===== config.mk =====
export PLATFORM = sky130hd
export DESIGN_NAME = encoder_stage_scheduler
export DESIGN_NICKNAME = d
export VERILOG_FILES = /design/src/rtl/matrix_enc_pkg.sv /design/src/rtl/sched_watchdog.sv /design/src/rtl/encoder_stage_scheduler.sv
export SDC_FILE = /design/constraint.sdc
export NUM_CORES = 1
export LEC_CHECK = 0
export CORE_ASPECT_RATIO = 1.25
export CORE_MARGIN = 2
export CORE_UTILIZATION = 30
export DETAILED_ROUTE_END_ITERATION = 10
export PLACE_DENSITY = 0.71
export SYNTH_ARGS = -nofsm -noshare
export SYNTH_HDL_FRONTEND = slang
export SYNTH_SLANG_ARGS = --single-unit

===== constraint.sdc =====
create_clock -name clk -period 3.5 [get_ports clk]
set_clock_uncertainty 0.2 [all_clocks]
set_input_delay 0.35 -clock clk [delete_from_list [all_inputs] [get_ports clk]]
set_output_delay 0.35 -clock clk [all_outputs]
set_load 0.1 [all_outputs]

===== src/rtl/matrix_enc_pkg.sv =====
// -----------------------------------------------------------------------------
// matrix_enc_pkg
// Shared constants and the scheduler state type for the matrix encoder.
//   LINES     lines per matrix (one per slice)
//   ADDR_W    line address width
//   DATA_W    bits per line (one 5x5 plane)
//   N_STAGES  stage engines sequenced per round
//   ROUNDS    rounds per encode
//   TIMEOUT   cycles an enabled stage may run before the watchdog aborts
//   ROUND_W   width of the round index output
// -----------------------------------------------------------------------------
package matrix_enc_pkg;

    localparam int unsigned LINES    = 64;
    localparam int unsigned ADDR_W   = $clog2(LINES);
    localparam int unsigned DATA_W   = 25;
    localparam int unsigned N_STAGES = 5;
    localparam int unsigned ROUNDS   = 24;
    localparam int unsigned TIMEOUT  = 4095;
    localparam int unsigned ROUND_W  = 5;

    typedef enum logic [2:0] {
        IDLE,
        CLEAR,
        RUN,
        SWAP,
        DONE
    } state_t;

endpackage


===== src/rtl/sched_watchdog.sv =====
// -----------------------------------------------------------------------------
// sched_watchdog
// Counts cycles while a stage is enabled and flags expiry so the scheduler can
// abandon a stage that never reports completion.
//   clk     clock, rising edge
//   rst     asynchronous, active-low reset
//   clr     synchronous clear of the count (issued while a stage is cleared)
//   en      count enable (stage running)
//   expire  high during the TIMEOUT-th consecutive enabled cycle
// -----------------------------------------------------------------------------
module sched_watchdog #(
    parameter int unsigned TIMEOUT = 4095
) (
    input  logic clk,
    input  logic rst,
    input  logic clr,
    input  logic en,
    output logic expire
);

    localparam int unsigned CW = $clog2(TIMEOUT + 1);

    logic [CW-1:0] count;

    always_ff @(posedge clk or negedge rst) begin
        if (!rst) begin
            count <= '0;
        end else if (clr) begin
            count <= '0;
        end else if (en && !expire) begin
            count <= count + CW'(1);
        end
    end

    // Count holds the number of enabled cycles already elapsed, so matching
    // TIMEOUT-1 marks the final permitted cycle: the enable is seen for
    // exactly TIMEOUT cycles before the scheduler leaves the stage.
    assign expire = en && (count == CW'(TIMEOUT - 1));

endmodule


===== src/rtl/encoder_stage_scheduler.sv =====
// -----------------------------------------------------------------------------
// encoder_stage_scheduler
// Sequences the stage engines of the matrix encoder over a shared ping-pong
// line memory: ROUNDS rounds of N_STAGES stages, each stage receiving a clear
// pulse followed by a held enable. The active stage's read address and write
// port are muxed onto the memory; the write address is generated here.
//   clk, rst          clock / asynchronous active-low reset
//   start, abort      host request (IDLE only) / host abort (any state)
//   busy, done, err   not-IDLE / end-of-encode pulse / sticky fault
//   round_idx         current round
//   bank_sel          read bank; writes target the other bank
//   stage_clr/en      one-hot clear pulse / held enable to the active stage
//   stage_done        completion pulses from the stages
//   stage_cnt         packed per-stage read addresses
//   stage_wr_en/val   per-stage write strobes / packed write data
//   mem_rd_addr       active stage read address
//   mem_wr_en/addr    gated write strobe / sequential write pointer
//   mem_wr_data       active stage write data
// -----------------------------------------------------------------------------
module encoder_stage_scheduler
    import matrix_enc_pkg::*;
#(
    parameter int unsigned LINES    = matrix_enc_pkg::LINES,
    parameter int unsigned DATA_W   = matrix_enc_pkg::DATA_W,
    parameter int unsigned N_STAGES = matrix_enc_pkg::N_STAGES,
    parameter int unsigned ROUNDS   = matrix_enc_pkg::ROUNDS,
    parameter int unsigned TIMEOUT  = matrix_enc_pkg::TIMEOUT,
    parameter int unsigned ADDR_W   = $clog2(LINES)
) (
    input  logic                         clk,
    input  logic                         rst,
    input  logic                         start,
    input  logic                         abort,
    output logic                         busy,
    output logic                         done,
    output logic                         err,
    output logic [ROUND_W-1:0]           round_idx,
    output logic                         bank_sel,
    output logic [N_STAGES-1:0]          stage_clr,
    output logic [N_STAGES-1:0]          stage_en,
    input  logic [N_STAGES-1:0]          stage_done,
    input  logic [N_STAGES*ADDR_W-1:0]   stage_cnt,
    input  logic [N_STAGES-1:0]          stage_wr_en,
    input  logic [N_STAGES*DATA_W-1:0]   stage_wr_val,
    output logic [ADDR_W-1:0]            mem_rd_addr,
    output logic                         mem_wr_en,
    output logic [ADDR_W-1:0]            mem_wr_addr,
    output logic [DATA_W-1:0]            mem_wr_data
);

    localparam int unsigned     SW   = (N_STAGES > 1) ? $clog2(N_STAGES) : 1;
    localparam logic [ADDR_W:0] FULL = (ADDR_W + 1)'(LINES);

    state_t               state_q, state_d;
    logic [SW-1:0]        stage_q, stage_d;
    logic [ROUND_W-1:0]   round_q, round_d;
    logic                 bank_q, bank_d;
    logic                 err_q, err_d;
    logic [ADDR_W:0]      wr_ptr_q, wr_ptr_d;
    logic                 act_done, act_wr;
    logic                 wd_expire;

    sched_watchdog #(
        .TIMEOUT (TIMEOUT)
    ) u_wdog (
        .clk    (clk),
        .rst    (rst),
        .clr    (state_q == CLEAR),
        .en     (state_q == RUN),
        .expire (wd_expire)
    );

    // Everything from the stages is taken only from the active index.
    always_comb begin
        act_done    = 1'b0;
        act_wr      = 1'b0;
        mem_rd_addr = '0;
        mem_wr_data = '0;
        stage_clr   = '0;
        stage_en    = '0;
        for (int unsigned i = 0; i < N_STAGES; i++) begin
            if (stage_q == SW'(i)) begin
                act_done     = stage_done[i];
                act_wr       = stage_wr_en[i];
                mem_rd_addr  = stage_cnt[i*ADDR_W +: ADDR_W];
                mem_wr_data  = stage_wr_val[i*DATA_W +: DATA_W];
                stage_clr[i] = (state_q == CLEAR);
                stage_en[i]  = (state_q == RUN);
            end
        end
    end

    assign mem_wr_en   = (state_q == RUN) && act_wr && (wr_ptr_q < FULL);
    assign mem_wr_addr = wr_ptr_q[ADDR_W-1:0];
    assign busy        = (state_q != IDLE);
    assign done        = (state_q == DONE);
    assign err         = err_q;
    assign round_idx   = round_q;
    assign bank_sel    = bank_q;

    always_comb begin
        state_d  = state_q;
        stage_d  = stage_q;
        round_d  = round_q;
        bank_d   = bank_q;
        err_d    = err_q;
        wr_ptr_d = wr_ptr_q;

        if (mem_wr_en) begin
            wr_ptr_d = wr_ptr_q + (ADDR_W + 1)'(1);
        end

        if (abort) begin
            state_d = IDLE;
        end else begin
            case (state_q)
                IDLE: begin
                    if (start) begin
                        err_d   = 1'b0;
                        round_d = '0;
                        stage_d = '0;
                        bank_d  = 1'b0;
                        state_d = CLEAR;
                    end
                end
                CLEAR: begin
                    wr_ptr_d = '0;
                    state_d  = RUN;
                end
                RUN: begin
                    // A strobe with the pointer already at LINES is dropped.
                    if (act_wr && (wr_ptr_q == FULL)) begin
                        err_d = 1'b1;
                    end
                    if (wd_expire) begin
                        err_d   = 1'b1;
                        state_d = IDLE;
                    end else if (act_done) begin
                        if (wr_ptr_q != FULL) begin
                            err_d = 1'b1;
                        end
                        state_d = SWAP;
                    end
                end
                SWAP: begin
                    bank_d = ~bank_q;
                    if (stage_q == SW'(N_STAGES - 1)) begin
                        stage_d = '0;
                        if (round_q == ROUND_W'(ROUNDS - 1)) begin
                            state_d = DONE;
                        end else begin
                            round_d = round_q + ROUND_W'(1);
                            state_d = CLEAR;
                        end
                    end else begin
                        stage_d = stage_q + SW'(1);
                        state_d = CLEAR;
                    end
                end
                DONE: begin
                    state_d = IDLE;
                end
                default: begin
                    state_d = IDLE;
                end
            endcase
        end
    end

    always_ff @(posedge clk or negedge rst) begin
        if (!rst) begin
            state_q  <= IDLE;
            stage_q  <= '0;
            round_q  <= '0;
            bank_q   <= 1'b0;
            err_q    <= 1'b0;
            wr_ptr_q <= '0;
        end else begin
            state_q  <= state_d;
            stage_q  <= stage_d;
            round_q  <= round_d;
            bank_q   <= bank_d;
            err_q    <= err_d;
            wr_ptr_q <= wr_ptr_d;
        end
    end

endmodule


* After elaboration in Yosys (flattened, before gate mapping) *
Index checks and enable logic that the tools add are counted.

cells by class
  add/sub/neg operators = 4
  multiplexer cells = 56
  $lt $le $gt $ge = 1
  reductions and logical operators = 16
  equal/unequal tests = 17
  shift operators = 0
  multipliers = 0
  divide/modulo/power cells = 0
  bitwise gates (word level) = 2

operators with widths
  cell                                                 count
  2-to-1 mux 25 bit                                    5
  2-to-1 mux 6 bit                                     5
  2-to-1 mux 1 bit                                     25
  2-to-1 mux 12 bit                                    2
  2-to-1 mux 3 bit                                     8
  2-to-1 mux 7 bit                                     3
  2-to-1 mux 5 bit                                     3
  adder 12 x 1 -> 12 bit, second input constant        1
  equality test 12 bit, second input constant          1
  equality test 3 x 2 -> 1 bit, second input constant  4
  one-hot mux 3 bit (4 select lines)                   1
  one-hot mux 5 bit (2 select lines)                   1
  adder 7 x 1 -> 7 bit, second input constant          1
  equality test 7 bit, second input constant           1
  < comparator 7 bit, second input constant            1
  != test 7 bit, second input constant                 1
  equality test 3 x 1 -> 1 bit, second input constant  2
  equality test 3 bit, second input constant           2
  zero test 3 bit                                      2
  != test 2 bit, second input constant                 3
  one-hot mux 3 bit (2 select lines)                   1
  AND reduction 3 bit                                  2
  nonzero test 2 bit                                   3
  adder 5 x 1 -> 5 bit, second input constant          1
  other kinds (11)                                     17

word-level totals
  memories = 0
  bits of input ports = 169
  bits in latches = 0
  word-level logic and storage cells = 103
  bits in read-only memories = 0
  RAM bits = 0
  output and inout port bits = 57
  bits in registers = 32

* Depth between registers and ports, before layout *
  word-level depth = 12
  depth in mapped cells = 9
  mapped depth without buffers = 8

* Hierarchy *
A second synthesis with hierarchy kept.

second synthesis, totals
  cell total of the unflattened synthesis = 435
  area total of the unflattened synthesis = 3340.7 µm²

modules (own cells, without submodules)
  module                   area an instance (µm²)  seq. area each (µm²)  times used  cells an instance
  encoder_stage_scheduler  2641.3                  500.5                 1           363
  sched_watchdog           699.4                   300.3                 1           72

* Worst setup path after synthesis *
OpenSTA, ideal clock, no wires.

  kind = reg2out
  from = reg stage_q[0]
  to = out mem_wr_data[0]
  required time = 2.950 ns
  slack = -0.294 ns
  stages on the path, launching flop included = 9
  path buffers = 1
  arrival = 3.244 ns
  cell sequence = dfrtp_1 -> inv_1 -> ha_1 -> nor3b_1 -> clkbuf_1 -> a22oi_1 -> a211oi_1 -> a21oi_1 -> a21oi_1

on the way
  longest elaborated chain between the ends = 6
  elaborated cells between the ends (all ways) = 10
  classes of those cells = eq/ne: 4; mux: 5; reduce/logical: 1

ends and longest elaborated chain
  element                          RTL line                        text
  start, declared                  encoder_stage_scheduler.sv:55   logic [SW-1:0] stage_q, stage_d;
  start signal, assigned           encoder_stage_scheduler.sv:180  stage_q <= stage_d;
  zero test 3 bit                  encoder_stage_scheduler.sv:82   if (stage_q == SW'(i)) begin
  2-to-1 mux 25 bit (4 in series)  encoder_stage_scheduler.sv:82
  2-to-1 mux 25 bit *              encoder_stage_scheduler.sv:82
  end, declared                    encoder_stage_scheduler.sv:48   output logic [DATA_W-1:0] mem_wr_data

Every way passes the cells marked *; elsewhere a longest branch is shown, timed or not.

* Worst setup path in the final report *
  from = reg stage_q[0]
  to = out mem_wr_data[22]

Same word-level chain as after synthesis.

==> results_dict.tcl <==
set metrics [dict create \
    synth_cell_types 52 \
    timing.final.crit_share_pct 89.06 \
    drtPass1Iterations 5 \
    htree_levels 2 \
    seq_area_frac_synth_pct 25.23 \
    rsz0062_at_grt "no" \
    hold_violations 0 \
    grt_first_pass_wirelength_mm 21.47 \
    period_minus_slack_ns 3.117 \
    dieArea_um2 11430 \
    grt_start_max_net_pins 43 \
    wl_per_cell_um 18.29 \
    postSynthAreaPerCell_um2 7.182 \
    synthSimpleGateAreaFrac_pct 27.04 \
    cts_resized 0 \
    setup_viol 0 \
    grt_pass1_vias 4065 \
    cts_tree "yes" \
    port_buffers 225 \
    worst_pin_slew_ns 0.9918 \
    hold_buffers 0 \
    ys.flop_type "dfrtp_1" \
    row_count 42 \
    syn2layout_area_growth_pct 91.80 \
    clk_pin_slew_ns 0.05 \
    syn_area_um2 3174 \
    min_path_type "in2async" \
    yosys-top-cells-area "dfrtp_1, nor2_1, a21oi_1" \
    drv_slew 0 \
    die_x_um 96.01 \
    drc 0 \
    core-area_um2 10460 \
    synth_seq_cells 32 \
    vias_per_cell 5.318 \
    place_ws_ns 0.7224 \
    num-nets-final 826 \
    cp-start-kind "flip-flop" \
    cts_root_buffer "clkbuf_16" \
    power.leakage_uw 0.002467 \
    powerDensity_nw_per_um2 768.3 \
    synth_top_area_share_pct 25.23 \
    synthXorXnorAreaFrac_pct 3.587 \
    synth_compound_area_share_pct 31.18 \
    stdcell_area_um2 6088 \
    num_vias 4153 \
    initial_core_util_pct 30.35 \
    worst_path_largest_cell_delay_ns 0.42 \
    synth_fa_ha_area_share_pct 3.942 \
    async_flop_share_pct 100.0 \
    clkSinkCount 32 \
    worstRegToRegCells 7 \
    synth_cells 442 \
    placed_area_um2 5918 \
    maxClockFrequency_mhz 320.8 \
    ant_nets 0 \
    synth_top_area_cell "dfrtp_1" \
    clockBufferDepth 2 \
    cp-end-kind "primary output" \
    grt_util_all_layers_pct 24.24 \
    place_congestion 0.9105 \
    postCtsSetupBuffers 0 \
    insertion_delay_ns 0.28 \
    cap_violations 0 \
    synthMuxAreaShare_pct 1.301 \
    dp_hpwl_mm 11.62 \
    worst-setup-path-type "reg2out" \
    cp_max_fo 11 \
    relSlewSlack_pct 33.67 \
    chipHeight_um 119.0 \
    cp_slowest_cell "dfrtp_1" \
    utilization_pct 58.22 \
    gr-total-overflow 0 \
    ys_warn_count 0 \
    worstPathRequired_ns 2.95 \
    dp_cells 772 \
    final.setup.worst_slack_ns 0.3830 \
    arrival_ns 2.57 \
    tns_ns 0 \
    stdcell_count 781 \
    synth_top_family_by_area "compound AO/OA/AOI/OAI gates" \
    drt_iter0_markers 209 \
    totalWireLength_mm 14.28 \
    cts_buffers 5 \
    synth_edf_count 0 \
    syn_nets 621 \
    io_pins 226 \
    antenna_found_initial 1 \
    drive_above_1_share_pct 17.90 \
    path_cells "inv_1, ha_1, nor3b_2, buf_4, a22oi_1, a211oi_1, a21oi_1, a21oi_2, buf_12" \
    status "finished clean" \
    ir_drop_v 0.0004739 \
]
synth_stat cells (3+ instances only):
master,count
a211oi_1,32
a21oi_1,69
a22oi_1,31
a31oi_1,3
buf_1,3
buf_4,7
clkbuf_1,26
dfrtp_1,32
ha_1,10
inv_1,10
mux2i_1,3
nand2_1,16
nand2b_1,3
nand3_1,13
nand4_1,3
nor2_1,95
nor2b_1,3
nor3_1,11
nor3b_1,4
o21ai_0,11
or3_1,3
or3_2,3
xnor2_1,13
final timing paths:
kind	from	end	slack [ns]
min in group clk	bank_sel	bank_sel	0.30
setup / recovery	stage_q[0]	mem_wr_data[22]	0.38
max in group asynchronous	rst	u_wdog.count[6]	2.52
setup reg to reg	stage_q[2]	wr_ptr_q[5]	0.87
hold / removal	rst	round_idx[4]	0.27
hold reg to reg	bank_sel	bank_sel	0.30
critical path: cells and delay by family, from the launching register on:
kind                     cells  cell delay (ns)
flip-flops                   1             0.42
adder cells (fa/ha/maj)      1             0.34
AND/OR/NAND/NOR              1             0.27
buffers and inverters        3             0.54
AO/OA/AOI/OAI                4             0.71
layout make-up:
| type | instances | area (um2) |
|---|---|---|
| well taps | 132 | 165.2 |
| clock buffers | 5 | 125.1 |
| diodes | 1 | 2.502 |
| inverters | 10 | 37.54 |
| clock inverters | 3 | 42.54 |
| fillers | 969 | 4369 |
| flip-flops and latches | 32 | 800.8 |
| multi-input cells | 359 | 2262 |
| repair buffers | 239 | 2653 |
where the power goes:
part | leakage (uW) | internal (uW) | total [uW] | switching (uW)
sequential | 0.000442 | 412 | 477 | 64.4
clock | 0.0000798 | 334 | 495 | 161
combinational | 0.00195 | 1340 | 3710 | 2370
total | 0.00247 | 2090 | 4680 | 2590
per-stage QoR:
step           hold slack (ns)  total power [uW]
2_1_floorplan          -0.1456              2884
3_3_place_gp            0.2890              4171
5_1_grt                 0.3112              4874
3_5_place_dp            0.2958              4197
4_1_cts                 0.2845              4705
6_report                0.2688              4678
registers in the layout (all words and copies together) (netlist names):
signal	cells
u_wdog.count	12
err	1
bank_sel	1
round_idx	5
state_q	3
wr_ptr_q	7
stage_q	3
cells in the final DEF (no fill, tap or decap), types with 5 or more instances in the layout:
cell / instances
a211oi_1: 32
a21oi_1: 38
a21oi_2: 31
a22oi_1: 31
buf_12: 33
buf_4: 28
clkbuf_16: 5
clkdlybuf4s50_1: 178
dfrtp_1: 32
ha_1: 9
inv_1: 10
nand2_1: 16
nand3_1: 13
nor2_1: 95
nor3_1: 11
o21ai_0: 11
xnor2_1: 13
metal layers:
layer	part of all wire [%]	track usage, %	up-vias
li1	-	-	2008
met3	9.5	6.641	13
met1	40	30.54	1927
met2	49	40.58	205
met4	1.4	5.714	0
met5	0	0	-
cells by family (layout without fill, tap and decap cells):
group	Yosys count	in the layout
compound gates	156	156
xor+xnor	13	13
fa+ha+maj	10	10
buf+inv	51	257
flops	32	32
mux	4	4
other cells	0	1
simple gates	176	176
No activity file was read; power rests on OpenSTA's default activity.
